`config.mk`:
```
export PLATFORM = sky130hd
export DESIGN_NAME = acq_sequencer
export DESIGN_NICKNAME = d
export VERILOG_FILES = /design/src/rtl/acq_sequencer.sv
export SDC_FILE = /design/constraint.sdc
export NUM_CORES = 1
export LEC_CHECK = 0
export CELL_PAD_IN_SITES_DETAIL_PLACEMENT = 0
export CELL_PAD_IN_SITES_GLOBAL_PLACEMENT = 1
export CORE_MARGIN = 2
export CORE_UTILIZATION = 30
export CTS_CLUSTER_SIZE = 40
export DETAILED_ROUTE_END_ITERATION = 10
export GPL_TIMING_DRIVEN = 0
export PLACE_DENSITY_LB_ADDON = 0.1
export SYNTH_ARGS = -nofsm -noshare
export SYNTH_HDL_FRONTEND = slang
export SYNTH_SLANG_ARGS = --single-unit
export TNS_END_PERCENT = 10
```
`constraint.sdc`:
```
create_clock -name clk -period 6.15 [get_ports clk]
set_input_delay 1.5375 -clock clk [delete_from_list [all_inputs] [get_ports clk]]
set_output_delay 1.5375 -clock clk [all_outputs]
set_load 0.01 [all_outputs]
```
`src/rtl/acq_sequencer.sv`:
```
// acq_sequencer: sequences one capture through the acquisition BRAM buffer.
// Optional macro ACQ_TRIGGER_EN holds ARM until a synchronized trig is seen.
module acq_sequencer #(
  parameter int unsigned ACQ_DEPTH  = 11,
  parameter int unsigned N_SAMPLES  = 1024,
  parameter int unsigned SAMPLE_DIV = 16,
  parameter int unsigned DATA_LAT   = 3
) (
  input  logic               clk,
  input  logic               rst_n,
  input  logic               start,
  input  logic               abort,
  input  logic               trig,
  input  logic               rd_req,
  output logic               begin_acq,
  output logic               wr_clk,
  output logic               rd_clk,
  output logic               rd_ack,
  output logic               rd_valid,
  output logic               busy,
  output logic               done,
  output logic               overflow,
  output logic [ACQ_DEPTH:0] level
);
  localparam int unsigned LVL_W = ACQ_DEPTH + 1;
  localparam int unsigned CNT_W = $clog2(N_SAMPLES + 1);
  localparam int unsigned DIV_W = $clog2(SAMPLE_DIV);

  localparam logic [LVL_W-1:0] LVL_CAP   = {1'b1, {ACQ_DEPTH{1'b0}}};
  localparam logic [LVL_W-1:0] LVL_ONE   = LVL_W'(1);
  localparam logic [LVL_W-1:0] LVL_THREE = LVL_W'(3);
  localparam logic [LVL_W-1:0] LVL_FOUR  = LVL_W'(4);
  localparam logic [CNT_W-1:0] CNT_LAST  = CNT_W'(N_SAMPLES);
  localparam logic [CNT_W-1:0] CNT_ONE   = CNT_W'(1);
  localparam logic [DIV_W-1:0] DIV_LAST  = DIV_W'(SAMPLE_DIV - 1);
  localparam logic [DIV_W-1:0] DIV_ONE   = DIV_W'(1);

  typedef enum logic [1:0] {IDLE, ARM, FILL, DRAIN} state_t;
  state_t state, state_nx;

  logic [CNT_W-1:0]    written;
  logic [DIV_W-1:0]    div_cnt;
  logic [DATA_LAT-1:0] valid_pipe;
  logic [LVL_W-1:0]    level_nx;
  logic settled, wr_first, rd_low_prev, trig_ok, done_nx;
  logic start_ok, sample_tick, wr_fire, rd_accept;

`ifdef ACQ_TRIGGER_EN
  logic trig_s1, trig_s2;

  always_ff @(posedge clk or negedge rst_n) begin
    if (!rst_n) begin
      trig_s1 <= 1'b0;
      trig_s2 <= 1'b0;
    end else begin
      trig_s1 <= trig;
      trig_s2 <= trig_s1;
    end
  end

  assign trig_ok = trig_s2;
`else
  logic unused_trig;
  assign unused_trig = trig;
  assign trig_ok     = 1'b1;
`endif

  assign begin_acq = (state != IDLE);
  assign busy      = (state != IDLE);
  assign rd_valid  = valid_pipe[DATA_LAT-1];

  // settled keeps start out for one IDLE cycle so begin_acq stays low >= 2 cycles
  always_comb begin
    start_ok    = (state == IDLE) && start && settled && !abort;
    sample_tick = (state == FILL) && (div_cnt == DIV_LAST) && (written != CNT_LAST);
    wr_fire     = sample_tick && (level != LVL_CAP);
    rd_accept   = (state != IDLE) && rd_req && !rd_clk && rd_low_prev &&
                  (level >= LVL_FOUR) && !abort;
    case ({wr_fire, rd_accept})
      2'b10:   level_nx = level + LVL_ONE;
      2'b01:   level_nx = level - LVL_FOUR;
      2'b11:   level_nx = level - LVL_THREE;
      default: level_nx = level;
    endcase
  end

  always_comb begin
    state_nx = state;
    done_nx  = 1'b0;
    if (abort) begin
      state_nx = IDLE;
    end else begin
      case (state)
        IDLE:  if (start_ok) state_nx = ARM;
        ARM:   if (trig_ok) state_nx = FILL;
        FILL:  if (written == CNT_LAST) state_nx = DRAIN;
        DRAIN: begin
          if (level < LVL_FOUR) begin
            state_nx = IDLE;
            done_nx  = 1'b1;
          end
        end
        default: state_nx = IDLE;
      endcase
    end
  end

  always_ff @(posedge clk or negedge rst_n) begin
    if (!rst_n) begin
      state       <= IDLE;
      done        <= 1'b0;
      settled     <= 1'b0;
      rd_low_prev <= 1'b0;
      level       <= '0;
      written     <= '0;
      div_cnt     <= '0;
      wr_clk      <= 1'b0;
      wr_first    <= 1'b0;
      rd_clk      <= 1'b0;
      rd_ack      <= 1'b0;
      valid_pipe  <= '0;
      overflow    <= 1'b0;
    end else begin
      state       <= state_nx;
      done        <= done_nx;
      settled     <= (state == IDLE);
      rd_low_prev <= !rd_clk;
      if (abort) begin
        level      <= '0;
        written    <= '0;
        div_cnt    <= '0;
        wr_clk     <= 1'b0;
        wr_first   <= 1'b0;
        rd_clk     <= 1'b0;
        rd_ack     <= 1'b0;
        valid_pipe <= '0;
      end else begin
        // Strobes stay high for the rise cycle plus one more
        wr_clk        <= wr_fire | (wr_clk & wr_first);
        wr_first      <= wr_fire;
        rd_clk        <= rd_accept | (rd_clk & rd_ack);
        rd_ack        <= rd_accept;
        valid_pipe[0] <= rd_ack;
        for (int unsigned i = 1; i < DATA_LAT; i++) begin
          valid_pipe[i] <= valid_pipe[i-1];
        end
        if (start_ok) begin
          level   <= '0;
          written <= '0;
        end else begin
          level <= level_nx;
          if (sample_tick) written <= written + CNT_ONE;
        end
        div_cnt <= ((state == FILL) && (div_cnt != DIV_LAST)) ? div_cnt + DIV_ONE : '0;
      end
      if (start_ok) begin
        overflow <= 1'b0;
      end else if (sample_tick && !wr_fire && !abort) begin
        overflow <= 1'b1;
      end
    end
  end

endmodule

```
## Word level (Yosys, flattened, before mapping)

Cells that the tools add are included.

- $add $sub $neg: 5
- $lt $le $gt $ge: 2
- Equality and inequality tests: 14
- Muxes and demuxes: 23
- Bitwise gates (word level): 4
- Reductions and logical operators: 23

Operator list:

| kind | count |
|---|---|
| 12-bit case mux with 3 select lines | 1 |
| 11-bit 2-to-1 mux | 3 |
| 12-bit 2-to-1 mux | 2 |
| 1-bit logical AND | 14 |
| 12-bit by 1-bit adder with 12-bit output, second input constant | 1 |
| 12-bit by 3-bit >= comparator with 1-bit output, second input constant | 1 |
| 12-bit by 3-bit less-than comparator with 1-bit output, second input constant | 1 |
| 12-bit inequality test, second input constant | 1 |
| 12-bit by 2-bit subtractor with 12-bit output, second input constant | 1 |
| 12-bit by 3-bit subtractor with 12-bit output, second input constant | 1 |
| 11-bit by 1-bit adder with 11-bit output, second input constant | 1 |
| 11-bit equality test, second input constant | 1 |
| 11-bit inequality test, second input constant | 1 |
| 1-bit 2-to-1 mux | 9 |
| 3-bit inequality test, second input constant | 3 |
| 2-bit equality test, second input constant | 4 |
| 2-bit 2-to-1 mux | 4 |
| 4-bit 2-to-1 mux | 2 |
| 2-bit case mux with 4 select lines | 1 |
| 5-bit nonzero test | 1 |
| 4-bit by 1-bit adder with 4-bit output, second input constant | 1 |
| 2-bit by 1-bit equality test with 1-bit output, second input constant | 2 |
| 4-bit equality test, second input constant | 1 |
| 4-bit inequality test, second input constant | 1 |
| 8 further kinds | 13 |

- Register bits after elaboration: 40
- Input bits: 6
- Output and inout port bits: 20
- Word-level logic and storage cells: 84

## Longest topological paths before layout

- Word-level depth: 10
- Gate-level depth with buffers: 14

## Worst setup path after synthesis

Ideal clock, no wire load.

- Kind: in2reg
- From: input abort
- To: register level[11]
- Library setup time: 0.130 ns
- Data arrival time: 4.274 ns
- Data required time: 6.020 ns
- Setup slack: 1.746 ns
- Cell stages on the path: 12
- Buffers on the path: 1
- Cell sequence: and4bb_1 nand2_1 a31oi_2 buf_2 and2_1 ha_1 a21o_1 a221o_1 a221oi_4 nor4_1 nor4b_1 nand2_1

- Cells in the longest elaborated chain, start to end: 6
- Elaborated cells on any way between the ends: 10

Ends and longest elaborated chain:

| element | line | source |
|---|---|---|
| from (decl) | 12 | `input logic abort,` |
| 1-bit zero test | 74, 78 |  |
| 1-bit logical AND | 78 | `(level >= LVL_FOUR) && !abort;` |
| 2-bit equality test or 2-bit by 1-bit equality test with 1-bit output (tied branches) | 79 | `case ({wr_fire, rd_accept})` |
| 12-bit case mux with 3 select lines | 79 |  |
| 12-bit 2-to-1 mux | 147 | `if (start_ok) begin` |
| 12-bit 2-to-1 mux | 128 | `if (abort) begin` |
| to (signal assigned) | 151 | `level <= level_nx;` |
| to (decl) | 23 | `output logic [ACQ_DEPTH:0] level` |

Parallel ways exist; a longest one is shown, timed or not.
A chain may end at the register's enable or synchronous reset.

## Worst setup path in the final report

Ends and elaborated chain as after synthesis.

==> summary.md <==
| Metric | Value |
|---|---|
| Die W | 95.9 microns |
| Mapped Cells | about 270 |
| Number of global-route vias before repair | roughly 2,000 |
| Clock share of power | between 30% and 40% |
| Switch share | between 20 and 30% |
| # hold bufs at CTS | 0 |
| Setup crit start | abort |
| TritonCTS clock tree | yes |
| Slew HR | roughly 64% |
| Critical Path Stages | 13 |
| Largest net degree at the start of global routing | 22 |
| R2r worst-path depth | 14 |
| N_diodes | 0 |
| RSZ-0062 raised after global routing | no |
| Final period utilization | 85.2% |
| Port bufs | 24 |
| Hold Path End | valid_pipe[2] |
| GRT Util Overall | approximately 14% |
| Post-Route WL | slightly below 6000 microns |
| Initial antenna violation count | 0 |
| H-tree depth | 2 |
| Critical path class | input port to register |
| Max Cap Viol | 0 |
| Via count | between 1,500 and 2,000 |
| Mapped Area | around 0.0025 sq mm |
| Avg Cell Area, Syn | roughly 9.5 sq um |
| Combinational share of power | between 20% and 30% |
| Routed len/inst | around 15 microns |
| Crit Reg-Reg Endpoint | level[11] |
| Worst vdd ir | between 0.00009 and 0.0001 V |
| Clock transition at path regs | 80 ps |
| Worst-Margin Slew | about 540 ps |
| Slowest cell on crit path | clkdlybuf4s50_1 |
| Status | finished clean |
| Sink Count | 40 |
| Clk buf depth | 2 |
| Layout Cells excl Fill | just over 400 |
| Die area | just over 0.009 sq mm |
| Setup TNS | 0 ps |
| Sequential cell area | 0.00100 sq mm |
| Hold Path Stages | 1 |
| Antenna-violating nets left | 0 |
| Worst reg2reg startpoint | level[2] |
| Area delta synth->final | 19.3% |
| Static Leak | between 0.001 and 0.0015 uW |
| Vias per inst | 4.94 |
| Share of the yosys chip area belonging to registers | 39.5% |
| Fillers | approximately 850 |
| Syn Nets | a little under 300 |
| Family with the most delay on the worst path | simple AND/OR/NAND/NOR gates |
| CP startpoint kind | input port |
| CP Capture Type | register |
| Gr ovfl total | 0 |
| Core box area | slightly above 0.008 sq mm |
| Setup Fix Bufs, Post-CTS | 0 |
| Clk_skew | 6.73 ps |
| Worst Path Arrival | between 5000 and 6000 ps |
| Starting density of the core | slightly above 30% |
| Pint | between 400 and 500 uW |
| Post-layout nets | about 320 |
| Register-to-register setup slack | roughly 1900 ps |
| Reg power frac | a little under half |
| Placed insts | 397 |
| DR pass1 iterations | 4 |
| Multi-input gate area | 0.00144 sq mm |
| FF+latch count, synth | 40 |
| NetSw | 173 uW |
| Fin. Hold Viols | 0 |
| DP HPWL | about 4500 microns |
| CTS buffer count | 5 |
| Slew Limit Fails | 0 |
| First-pass GRT wire length | slightly below 10,000 microns |
| CP required | about 6300 ps |
| Top Ports | 26 |
| CP Cell Sequence | clkdlybuf4s50_1 > and4bb_1 > nand2_1 > a31oi_2 > buf_2 > and2_1 > ha_1 > a21o_1 > a221o_1 > a221oi_4 > nor4b_1 > nor4b_1 > nand2_1 |
| Hold crit path type | register to register |
| DRT iter0 DRCs | 54 |
| Post-CTS sizing | 0 |
| Pwr per Cell Area | ~200 mW/mm^2 |
| Largest stage delay, worst path | 490 ps |
| Min-delay src | valid_pipe[1] |
| Placer Congestion | 0.718 |
| Worst Path Max Fanout | 10 |
| Chip height | roughly 96 microns |
| Final Critical Period | 5240 ps |
| Number of distinct library cells after synthesis | 46 |
| Syn. warnings | 0 |
| Clk_lat worst skew | between 200 and 300 ps |
| Post-route DRC violation count | 0 |
| Max frequency | 0.191 GHz |
| CTS root buffer | clkbuf_8 |
| Final setup vio count | 0 |
| CP bufs+invs | 2 |
| Fraction of layout cells with a size suffix above 1 | 7.36% |
| Row count | 33 |
## synth_stat cells, drive strengths merged
cell type  instances  area [sq um]
a21oi             11          55.1
nand2             18          67.6
o21bai             3          26.3
xnor2             13           114
a31oi              6          43.8
buf                5          26.3
a41oi              2          36.3
nor3b              1          12.5
inv               16          60.1
nor4               1          6.26
a211oi             9          72.6
o21ai              8          40.0
a22oi              2          15.0
dfrtp             40          1000
a21o               4          30.0
nor3              10          55.1
and4bb             1          12.5
xor2              13           114
nor2              29           109
clkbuf             2          7.51
o211a              1          10.0
nand2b             4          25.0
nand4              8          50.1
and2               5          31.3
a221oi             1          26.3
a221o              1          10.0
ha                19           238
and3               4          25.0
a2111oi            2          17.5
mux2i              2          20.0
nor4b              5          50.0
o211ai             1          7.51
or3                4          25.0
and4               1          10.0
nor2b              6          37.5
nand3              8          40.0
o22a               1          8.76
## registers in the layout, summed over array words and instances, names as in the netlist, 2 cells and up
register	count
div_cnt	4
level	12
state	2
valid_pipe	3
written	11
## power by group through the flow
stage	Sequential [uW]	Clock (uW)	Combinational, uW
5_1_grt	284	209	145
4_1_cts	282	199	132
2_1_floorplan	286	0	82.3
3_5_place_dp	287	0	132
3_3_place_gp	287	0	130
6_report	282	192	130
## final cells by class
type | instances | area share, %
clock buffers | 7 | 3.18
inverters | 16 | 1.98
repair buffers | 25 | 8.68
flip-flops and latches | 40 | 33.1
well taps | 105 | 4.34
multi-input cells | 204 | 47.6
plain buffers | 7 | 1.12
## placed cells by master, fill, tap and decap left out, drive strengths merged
cell type,instances
nor4,1
a21o,4
a221oi,1
a31oi,6
ha,19
nor2b,6
o21bai,3
xnor2,13
clkdlybuf4s50,23
nor3b,1
or3,4
o22a,1
xor2,13
o211a,1
o211ai,1
nor3,10
a211oi,9
and4,1
nor4b,5
and2,5
nand2b,4
dfrtp,40
a2111oi,2
mux2i,2
buf,7
a221o,1
clkbuf,9
a21oi,11
a41oi,2
a22oi,2
nand4,8
nand2,18
o21ai,8
nand3,8
and4bb,1
and3,4
nor2,29
inv,16
## logic make-up (layout without fill, tap and decap cells)
logic type / count (synthesis) / in the layout / synth area share, %
AND/OR/NAND/NOR: 105 / 105 / 22.0
AO/OA/AOI/OAI: 52 / 52 / 15.7
flip-flops: 40 / 40 / 39.5
XOR/XNOR: 26 / 26 / 8.98
buffers and inverters: 23 / 55 / 3.70
adder cells (fa/ha/maj): 19 / 19 / 9.37
multiplexers: 2 / 2 / 0.789
## through the flow
stage | hold WS [ps] | utilization, % | total power (uW) | instance area (sq um) | setup slack (ps)
5_1_grt | 484 | 36.8 | 638 | 3030 | 652
6_report | 460 | 36.8 | 604 | 3030 | 910
4_1_cts | 465 | 36.8 | 614 | 3030 | 898
2_1_floorplan | 432 | - | 368 | 2540 | 1750
3_3_place_gp | 441 | 35.4 | 417 | 2910 | 550
3_5_place_dp | 448 | 35.7 | 419 | 2930 | 593
## worst max-delay path by stage
stage / slack [ps] / endpoint
2_1_floorplan: 1750 / level[11]
3_3_place_gp: 550 / level[11]
3_5_place_dp: 590 / level[11]
4_1_cts: 900 / level[11]
5_1_grt: 650 / level[8]
6_report: 910 / level[11]
## per-layer routing
metal / GRT usage [%] / part of all wire, % / vias up
li1: - / - / 1009
met1: 18.5 / 49 / 959
met2: 23.7 / 48 / 22
met3: 2.35 / 1.9 / 6
met4: 4.29 / 1.4 / 0
met5: 0 / 0 / -
(Power assumes the default switching activity.)
